**config.mk**
```make
export PLATFORM = sky130hd
export DESIGN_NAME = shift_seq_ctrl
export DESIGN_NICKNAME = d
export VERILOG_FILES = /design/src/rtl/shift_pkg.sv /design/src/rtl/shift_seq_ctrl.sv
export SDC_FILE = /design/constraint.sdc
export NUM_CORES = 1
export LEC_CHECK = 0
export BUFFER_PORTS_ARGS = -buffer_cell sky130_fd_sc_hd__buf_2
export CAP_MARGIN = 0
export CORE_AREA = 5 5 59 55
export CTS_CLUSTER_SIZE = 12
export DETAILED_ROUTE_END_ITERATION = 10
export DIE_AREA = 0 0 64 60
export PLACE_DENSITY_LB_ADDON = 0.05
export SLEW_MARGIN = 20
export SYNTH_ARGS = -nofsm -noshare
export SYNTH_HDL_FRONTEND = slang
export SYNTH_SLANG_ARGS = --single-unit
```
**constraint.sdc**
```tcl
create_clock -name clk -period 2.1 [get_ports clk]
set_input_delay 0.42 -clock clk [delete_from_list [all_inputs] [get_ports clk]]
set_output_delay 0.42 -clock clk [all_outputs]
set_load 0.005 [all_outputs]
```
**src/rtl/shift_pkg.sv**
```systemverilog
// Purpose : shared opcodes, shift-register mode codes and sequencer state type.
// Latency : n/a (declarations only).
// Backpressure: n/a.
package shift_pkg;

   // Command opcodes
   localparam logic [2:0] OP_NOP  = 3'b000;
   localparam logic [2:0] OP_LOAD = 3'b001;
   localparam logic [2:0] OP_SHL  = 3'b010;
   localparam logic [2:0] OP_SHR  = 3'b011;
   localparam logic [2:0] OP_ROL  = 3'b100;
   localparam logic [2:0] OP_ROR  = 3'b101;
   localparam logic [2:0] OP_ASR  = 3'b110;
   localparam logic [2:0] OP_ILL  = 3'b111;

   // Shift register {S1,S0} mode codes
   localparam logic [1:0] MODE_HOLD = 2'b00;
   localparam logic [1:0] MODE_LOAD = 2'b01;
   localparam logic [1:0] MODE_SHL  = 2'b10;
   localparam logic [1:0] MODE_SHR  = 2'b11;

   typedef enum logic [1:0] {
      ST_IDLE  = 2'b00,
      ST_LOAD  = 2'b01,
      ST_SHIFT = 2'b10,
      ST_DONE  = 2'b11
   } state_t;

   // True for the five ops that walk through SHIFT.
   function automatic logic is_shift_op(input logic [2:0] op);
      return (op == OP_SHL) || (op == OP_SHR) || (op == OP_ROL) ||
             (op == OP_ROR) || (op == OP_ASR);
   endfunction

   // Left-moving ops shift out the MSB; all others shift out the LSB.
   function automatic logic is_left_op(input logic [2:0] op);
      return (op == OP_SHL) || (op == OP_ROL);
   endfunction

endpackage

```
**src/rtl/shift_seq_ctrl.sv**
```systemverilog
// Purpose : expands load/shift/rotate/ASR commands into per-cycle shift register controls.
// Latency : LOAD 1 edge after accept, shift-by-N N edges after accept; done the cycle after.
// Backpressure: cmd_ready only in IDLE; cmd_valid while busy is ignored.
// Ports: clk, rst (async, active-high); cmd_valid/cmd_ready handshake with
//        cmd_op/cmd_data/cmd_amt/cmd_fill; sr_q feedback from the register;
//        sr_din/sr_din_left/sr_din_right/sr_s0/sr_s1 to the register;
//        busy, done, err (with done), last_out (last bit shifted out).
module shift_seq_ctrl
   import shift_pkg::*;
#(
   parameter int WIDTH = 8,
   parameter int CNT_W = 4
) (
   input  logic             clk,
   input  logic             rst,
   input  logic             cmd_valid,
   output logic             cmd_ready,
   input  logic [2:0]       cmd_op,
   input  logic [WIDTH-1:0] cmd_data,
   input  logic [CNT_W-1:0] cmd_amt,
   input  logic             cmd_fill,
   input  logic [WIDTH-1:0] sr_q,
   output logic [WIDTH-1:0] sr_din,
   output logic             sr_din_left,
   output logic             sr_din_right,
   output logic             sr_s0,
   output logic             sr_s1,
   output logic             busy,
   output logic             done,
   output logic             err,
   output logic             last_out
);

   state_t           r_state;
   state_t           w_state_nxt;
   logic [2:0]       r_op;
   logic [WIDTH-1:0] r_data;
   logic [CNT_W-1:0] r_cnt;
   logic             r_fill;
   logic             r_last_out;
   logic [1:0]       w_mode;

   // Only the end bits of sr_q feed the fill mux; fold the rest away.
   logic             w_unused_q;
   assign w_unused_q = ^sr_q;

   // ---------------------------------------------------------------
   // State and datapath registers
   // ---------------------------------------------------------------
   always_ff @(posedge clk or posedge rst) begin
      if (rst) begin
         r_state    <= ST_IDLE;
         r_op       <= OP_NOP;
         r_data     <= '0;
         r_cnt      <= '0;
         r_fill     <= 1'b0;
         r_last_out <= 1'b0;
      end else begin
         r_state <= w_state_nxt;
         case (r_state)
            ST_IDLE: begin
               if (cmd_valid) begin
                  r_op   <= cmd_op;
                  r_data <= cmd_data;
                  r_cnt  <= cmd_amt;
                  r_fill <= cmd_fill;
               end
            end
            ST_SHIFT: begin
               r_cnt      <= r_cnt - 1'b1;
               // Capture the bit leaving the register on this step.
               r_last_out <= is_left_op(r_op) ? sr_q[WIDTH-1] : sr_q[0];
            end
            default: ;
         endcase
      end
   end

   // ---------------------------------------------------------------
   // Next-state logic
   // ---------------------------------------------------------------
   always_comb begin
      w_state_nxt = r_state;
      case (r_state)
         ST_IDLE: begin
            if (cmd_valid) begin
               if (cmd_op == OP_LOAD)
                  w_state_nxt = ST_LOAD;
               else if (is_shift_op(cmd_op) && (cmd_amt != '0))
                  w_state_nxt = ST_SHIFT;
               else
                  // NOP, zero-length shift and illegal op all finish at once.
                  w_state_nxt = ST_DONE;
            end
         end
         ST_LOAD:  w_state_nxt = ST_DONE;
         ST_SHIFT: begin
            if (r_cnt == {{(CNT_W-1){1'b0}}, 1'b1})
               w_state_nxt = ST_DONE;
         end
         ST_DONE:  w_state_nxt = ST_IDLE;
         default:  w_state_nxt = ST_IDLE;
      endcase
   end

   // ---------------------------------------------------------------
   // Output decode; fills alone look at live sr_q so rotates and ASR
   // track the register value of the current cycle.
   // ---------------------------------------------------------------
   always_comb begin
      w_mode       = MODE_HOLD;
      sr_din       = '0;
      sr_din_left  = 1'b0;
      sr_din_right = 1'b0;
      cmd_ready    = 1'b0;
      busy         = 1'b1;
      done         = 1'b0;
      err          = 1'b0;
      case (r_state)
         ST_IDLE: begin
            cmd_ready = 1'b1;
            busy      = 1'b0;
         end
         ST_LOAD: begin
            w_mode = MODE_LOAD;
            sr_din = r_data;
         end
         ST_SHIFT: begin
            case (r_op)
               OP_SHL: begin
                  w_mode       = MODE_SHL;
                  sr_din_right = r_fill;
               end
               OP_SHR: begin
                  w_mode      = MODE_SHR;
                  sr_din_left = r_fill;
               end
               OP_ROL: begin
                  w_mode       = MODE_SHL;
                  sr_din_right = sr_q[WIDTH-1];
               end
               OP_ROR: begin
                  w_mode      = MODE_SHR;
                  sr_din_left = sr_q[0];
               end
               OP_ASR: begin
                  w_mode      = MODE_SHR;
                  sr_din_left = sr_q[WIDTH-1];
               end
               default: w_mode = MODE_HOLD;
            endcase
         end
         ST_DONE: begin
            done = 1'b1;
            err  = (r_op == OP_ILL);
         end
         default: busy = 1'b0;
      endcase
   end

   assign sr_s1    = w_mode[1];
   assign sr_s0    = w_mode[0];
   assign last_out = r_last_out;

endmodule

```
== Word level (Yosys, flattened, before mapping) ==
Cells that the tools add are included.
W data, S select, Z words.
Storage, ports and cells
  memory bits (writable): 0
  input port bits: 27
  memories kept: 0
  output and inout port bits: 17
  bits in latches: 0
  word-level logic and storage cells: 58
  bits in registers: 19
  bits in read-only memories: 0
Operators by class
  $add $sub $neg: 1
  reductions and logical operators: 14
  $lt $le $gt $ge: 0
  bitwise operators: 0
  divide/modulo/power cells: 0
  multipliers: 0
  equality and inequality tests: 18
  shift-type cells: 0
  mux-type cells: 19
Operators with widths (number)
  $eq A3 B3 Y1 const B: 7
  $eq A3 B2 Y1 const B: 4
  $mux W1: 8
  $mux W8: 1
  $pmux W2 S2: 2
  $pmux W2 S4: 1
  $pmux W4 S2: 1
  $mux W2: 3
  $reduce_and A2 Y1: 3
  $logic_or A1 B1 Y1: 5
  $eq A2 B2 Y1 const B: 2
  $eq A4 B1 Y1 const B: 1
  $mux W4: 1
  $ne A2 B2 Y1 const B: 2
  $reduce_bool A4 Y1: 1
  $sub A4 B1 Y4 const B: 1
  $eq A3 B1 Y1 const B: 1
  $pmux W1 S3: 1
  $reduce_or A3 Y1: 1
  $eq A2 B1 Y1 const B: 1
  $logic_not A2 Y1: 1
  $pmux W1 S2: 1
  $reduce_bool A2 Y1: 1
  $reduce_or A2 Y1: 1
  $logic_and A1 B1 Y1: 1

== Logic depth before layout (Yosys ltp) ==
  depth in word-level cells: 10
  mapped depth: 6
  gate-level depth less buffers: 5

== Worst setup path after synthesis ==
OpenSTA, ideal clock, no wires.
  path type: reg2out
  start point: reg r_state[0]
  end point: out sr_s0
  data arrival time: 1260 ps
  slack: 420 ps
  buffers on the path: 1
  cell stages (with the launch flop): 7
  path through: dfrtp_1 > inv_1 > ha_1 > buf_2 > inv_1 > a211oi_1 > o21a_1
Between the ends
  word-level cells in the longest chain between the ends: 2
  elaborated cells on any way between the ends: 3
RTL lines
  start: declaration: RTL line shift_seq_ctrl.sv:34  | state_t r_state;
  start signal: assignment: RTL line shift_seq_ctrl.sv:59  | r_state <= w_state_nxt;
  $eq A2 B2 Y1 or $eq A2 B1 Y1 (tied branches): RTL line shift_seq_ctrl.sv:119  | case (r_state)
  $pmux W2 S2 (*): RTL line shift_seq_ctrl.sv:119
  end: declaration: RTL line shift_seq_ctrl.sv:26  | output logic sr_s0,
Mark *: on every way between the ends. The rest lies on a longest branch, timed or not.

== Worst setup path in the final report ==
Ends and elaborated chain as after synthesis.

==> flow_metrics.env <==
export IMPL_whs_ns=0.2242
export IMPL_drt_iter0_drc=47
export IMPL_synth_cell_types=41
export IMPL_max_freq_ghz=0.5087
export IMPL_postRouteWirelength_um=2505
export IMPL_cts_root_buf="clkbuf_4"
export IMPL_vias=951
export IMPL_power_density_nw_per_um2=1383
export IMPL_cts_sinks=19
export IMPL_fin_nets=183
export IMPL_cts_buffers=3
export IMPL_outcome="complete, no violations"
export IMPL_setup_viol=0
export IMPL_fin_skew_ns=0.002954
export IMPL_pin_count=44
export IMPL_hold_violations=0
export IMPL_r2r_setup_slack_ns=0.42
export IMPL_p_total_mw=1.950
export IMPL_wl_per_cell_um=14.07
export IMPL_detail_route_first_pass_iterations=4
export IMPL_period_share_pct=93.61
export IMPL_diodes=0
export IMPL_crit_fanout=6
export IMPL_drc=0
export IMPL_hold_buffers=0
export IMPL_ant_nets=0
export IMPL_io_buffer_count=37
export IMPL_synth_top_cell_area_share_pct=40.55
export IMPL_hp_class="primary input to asynchronous set/reset pin"
export IMPL_r2r_start="r_state[0]$_DFFE_PP0P_"
export IMPL_cts_tree="built"
export IMPL_ff2ff_path_depth=5
export IMPL_synth_main_ff_cell="dfrtp_1"
export IMPL_synth_seq_cells=19
export IMPL_start_kind="flop"
export IMPL_grt_max_degree=20
export IMPL_yosys_area_top_type="dfrtp_1"
export IMPL_syn_num_nets=145
export IMPL_coreArea_um2=2635
export IMPL_clk_pin_slew_ns=0.10
export IMPL_initial_utilization_pct=44.49
export IMPL_syn_avg_cell_area_um2=10.56
export IMPL_post_route_min_period_ns=1.966
export IMPL_syn_area_um2=1172
export IMPL_dp_worst_setup_slack_ns=0.4193
export IMPL_dieArea_um2=3840
export IMPL_design_area_um2=1410
export IMPL_instances_no_fill=178
export IMPL_crit_arrival_ns=1.55
export IMPL_path_class="flop to output port"
export IMPL_rsz0062_at_grt="false"
export IMPL_place_inst=174
export IMPL_gp_congestion=0.7339
export IMPL_cp_end_kind="output port"
export IMPL_gr_total_overflow=0
export IMPL_synthCells=111
export IMPL_die_h_um=60
export IMPL_place_hpwl_um=1937
export IMPL_irDropWorstVdd_v=0.0008841
export IMPL_async_flop_share_pct=100.0
export IMPL_track_usage_pct=13.34
export IMPL_post_route_util_pct=53.51
export IMPL_tns_ns=0
export IMPL_area_growth_pct=20.28
export IMPL_required_ns=1.68
export IMPL_fin_ws_ns=0.1341
export IMPL_drive_above_1_share_pct=39.19
export IMPL_slew_viol_final=0
export IMPL_fillers=259
export IMPL_die_w_um=64
export IMPL_clockBufferDepth=2
export IMPL_viasPerCell=5.343
export IMPL_yosysWarnings=0
export IMPL_synth_edff_count=0
export IMPL_grt_pass1_wl_um=4043
export IMPL_placed_area_um2=1379
export IMPL_antenna_found_initial=0
export IMPL_total_leakage_power_nw=0.7061
export IMPL_row_count=18
export IMPL_insertion_delay_ns=0.29
export IMPL_r2r_end="r_state[1]$_DFFE_PP0P_"
export IMPL_grt_pass1_vias=903
export IMPL_cts_htree_levels=1
export IMPL_worst_pin_slew_ns=0.7153
export IMPL_max_slew_margin_pct=52.26
export IMPL_cap_violations=0
export IMPL_yosysSeqAreaShare_pct=40.55
export IMPL_synthTopCellsByArea="dfrtp_1, mux2_2, ha_1"
==> power by group <==
part	switching (mW)	internal (mW)
Clock	0.107	0.0739
Sequential	0.191	0.555
Combinational	0.478	0.546
Total	0.776	1.17
==> synthesized netlist by cell type, types with 2 or more instances <==
master / number
a211oi_1: 2
ha_1: 7
and3_1: 2
buf_2: 4
o21ai_0: 6
mux2_2: 13
and3b_1: 2
xnor2_1: 2
dfrtp_1: 19
and2_1: 8
nor2_1: 2
nand2_1: 2
inv_1: 8
a21oi_1: 4
o32ai_1: 3
nand3b_1: 2
==> logic make-up after synthesis <==
logic type / share of synthesized area (%)
adders and majority gates: 7.470
muxes: 14.30
DFF: 40.56
AOI/OAI and AO/OA: 15.80
and+or+nand+nor: 15.80
xor gates and xnor gates: 1.494
buffers and inverters: 4.589
==> worst max path at each step <==
stage	startpoint	to	slack (ns)
after floorplan	r_state[0]$_DFFE_PP0P_	sr_s0	0.42
after global placement	r_state[0]$_DFFE_PP0P_	r_cnt[1]$_DFFE_PP0P_	0.46
after detailed placement	r_state[0]$_DFFE_PP0P_	sr_s0	0.42
after CTS	r_state[0]$_DFFE_PP0P_	sr_s0	0.07
after global routing	r_state[0]$_DFFE_PP0P_	sr_s0	0.005
final	r_state[0]$_DFFE_PP0P_	sr_s0	0.13
==> timing repair <==
item | CTS | global route
resized for setup | 0 | 1
buffers inserted | 0 | 0
endpoints found under the setup margin | 0 | 1
==> placed cells by master, fill, tap and decap left out, types with 2 or more instances in the layout <==
master	netlist	layout
o21ai_0	6	6
inv_1	8	8
nand3b_1	2	2
dfrtp_1	19	19
xnor2_1	2	2
clkbuf_4	0	3
ha_1	7	7
buf_2	4	37
mux2_2	13	13
nand2_1	2	2
and2_1	8	8
o32ai_1	3	3
and3b_1	2	2
a21oi_1	4	4
nor2_1	2	2
and3_1	2	2
==> layout make-up <==
cell class              instances  area [um2]  share of cell area (%)
repair buffers                 38       192.7                   13.66
well taps                      30       37.54                   2.662
inverters                       8       30.03                   2.130
clock buffers                   4       26.28                   1.863
flip-flops and latches         19       475.5                   33.72
multi-input cells              79       648.1                   45.96
==> worst max-delay path, cell delays in order (launching register included) <==
cell      delay, ns
dfrtp_1        0.39
inv_1          0.10
ha_1           0.22
inv_1          0.18
a211oi_2       0.05
o21a_1         0.19
buf_2          0.12
==> metal layers <==
layer / track usage, % / share of wire [%] / vias up
met5: 0 / 0 / -
met4: 1.780 / 0.24 / 0
met3: 4.511 / 6.5 / 2
met2: 23.96 / 49 / 26
met1: 15.85 / 44 / 447
li1: - / - / 476
==> registers in the layout (all words and copies together), names as in the netlist <==
register  flops
r_fill        1
r_data        8
r_op          3
r_cnt         4
last_out      1
r_state       2
No activity file was read; power rests on OpenSTA's default activity.
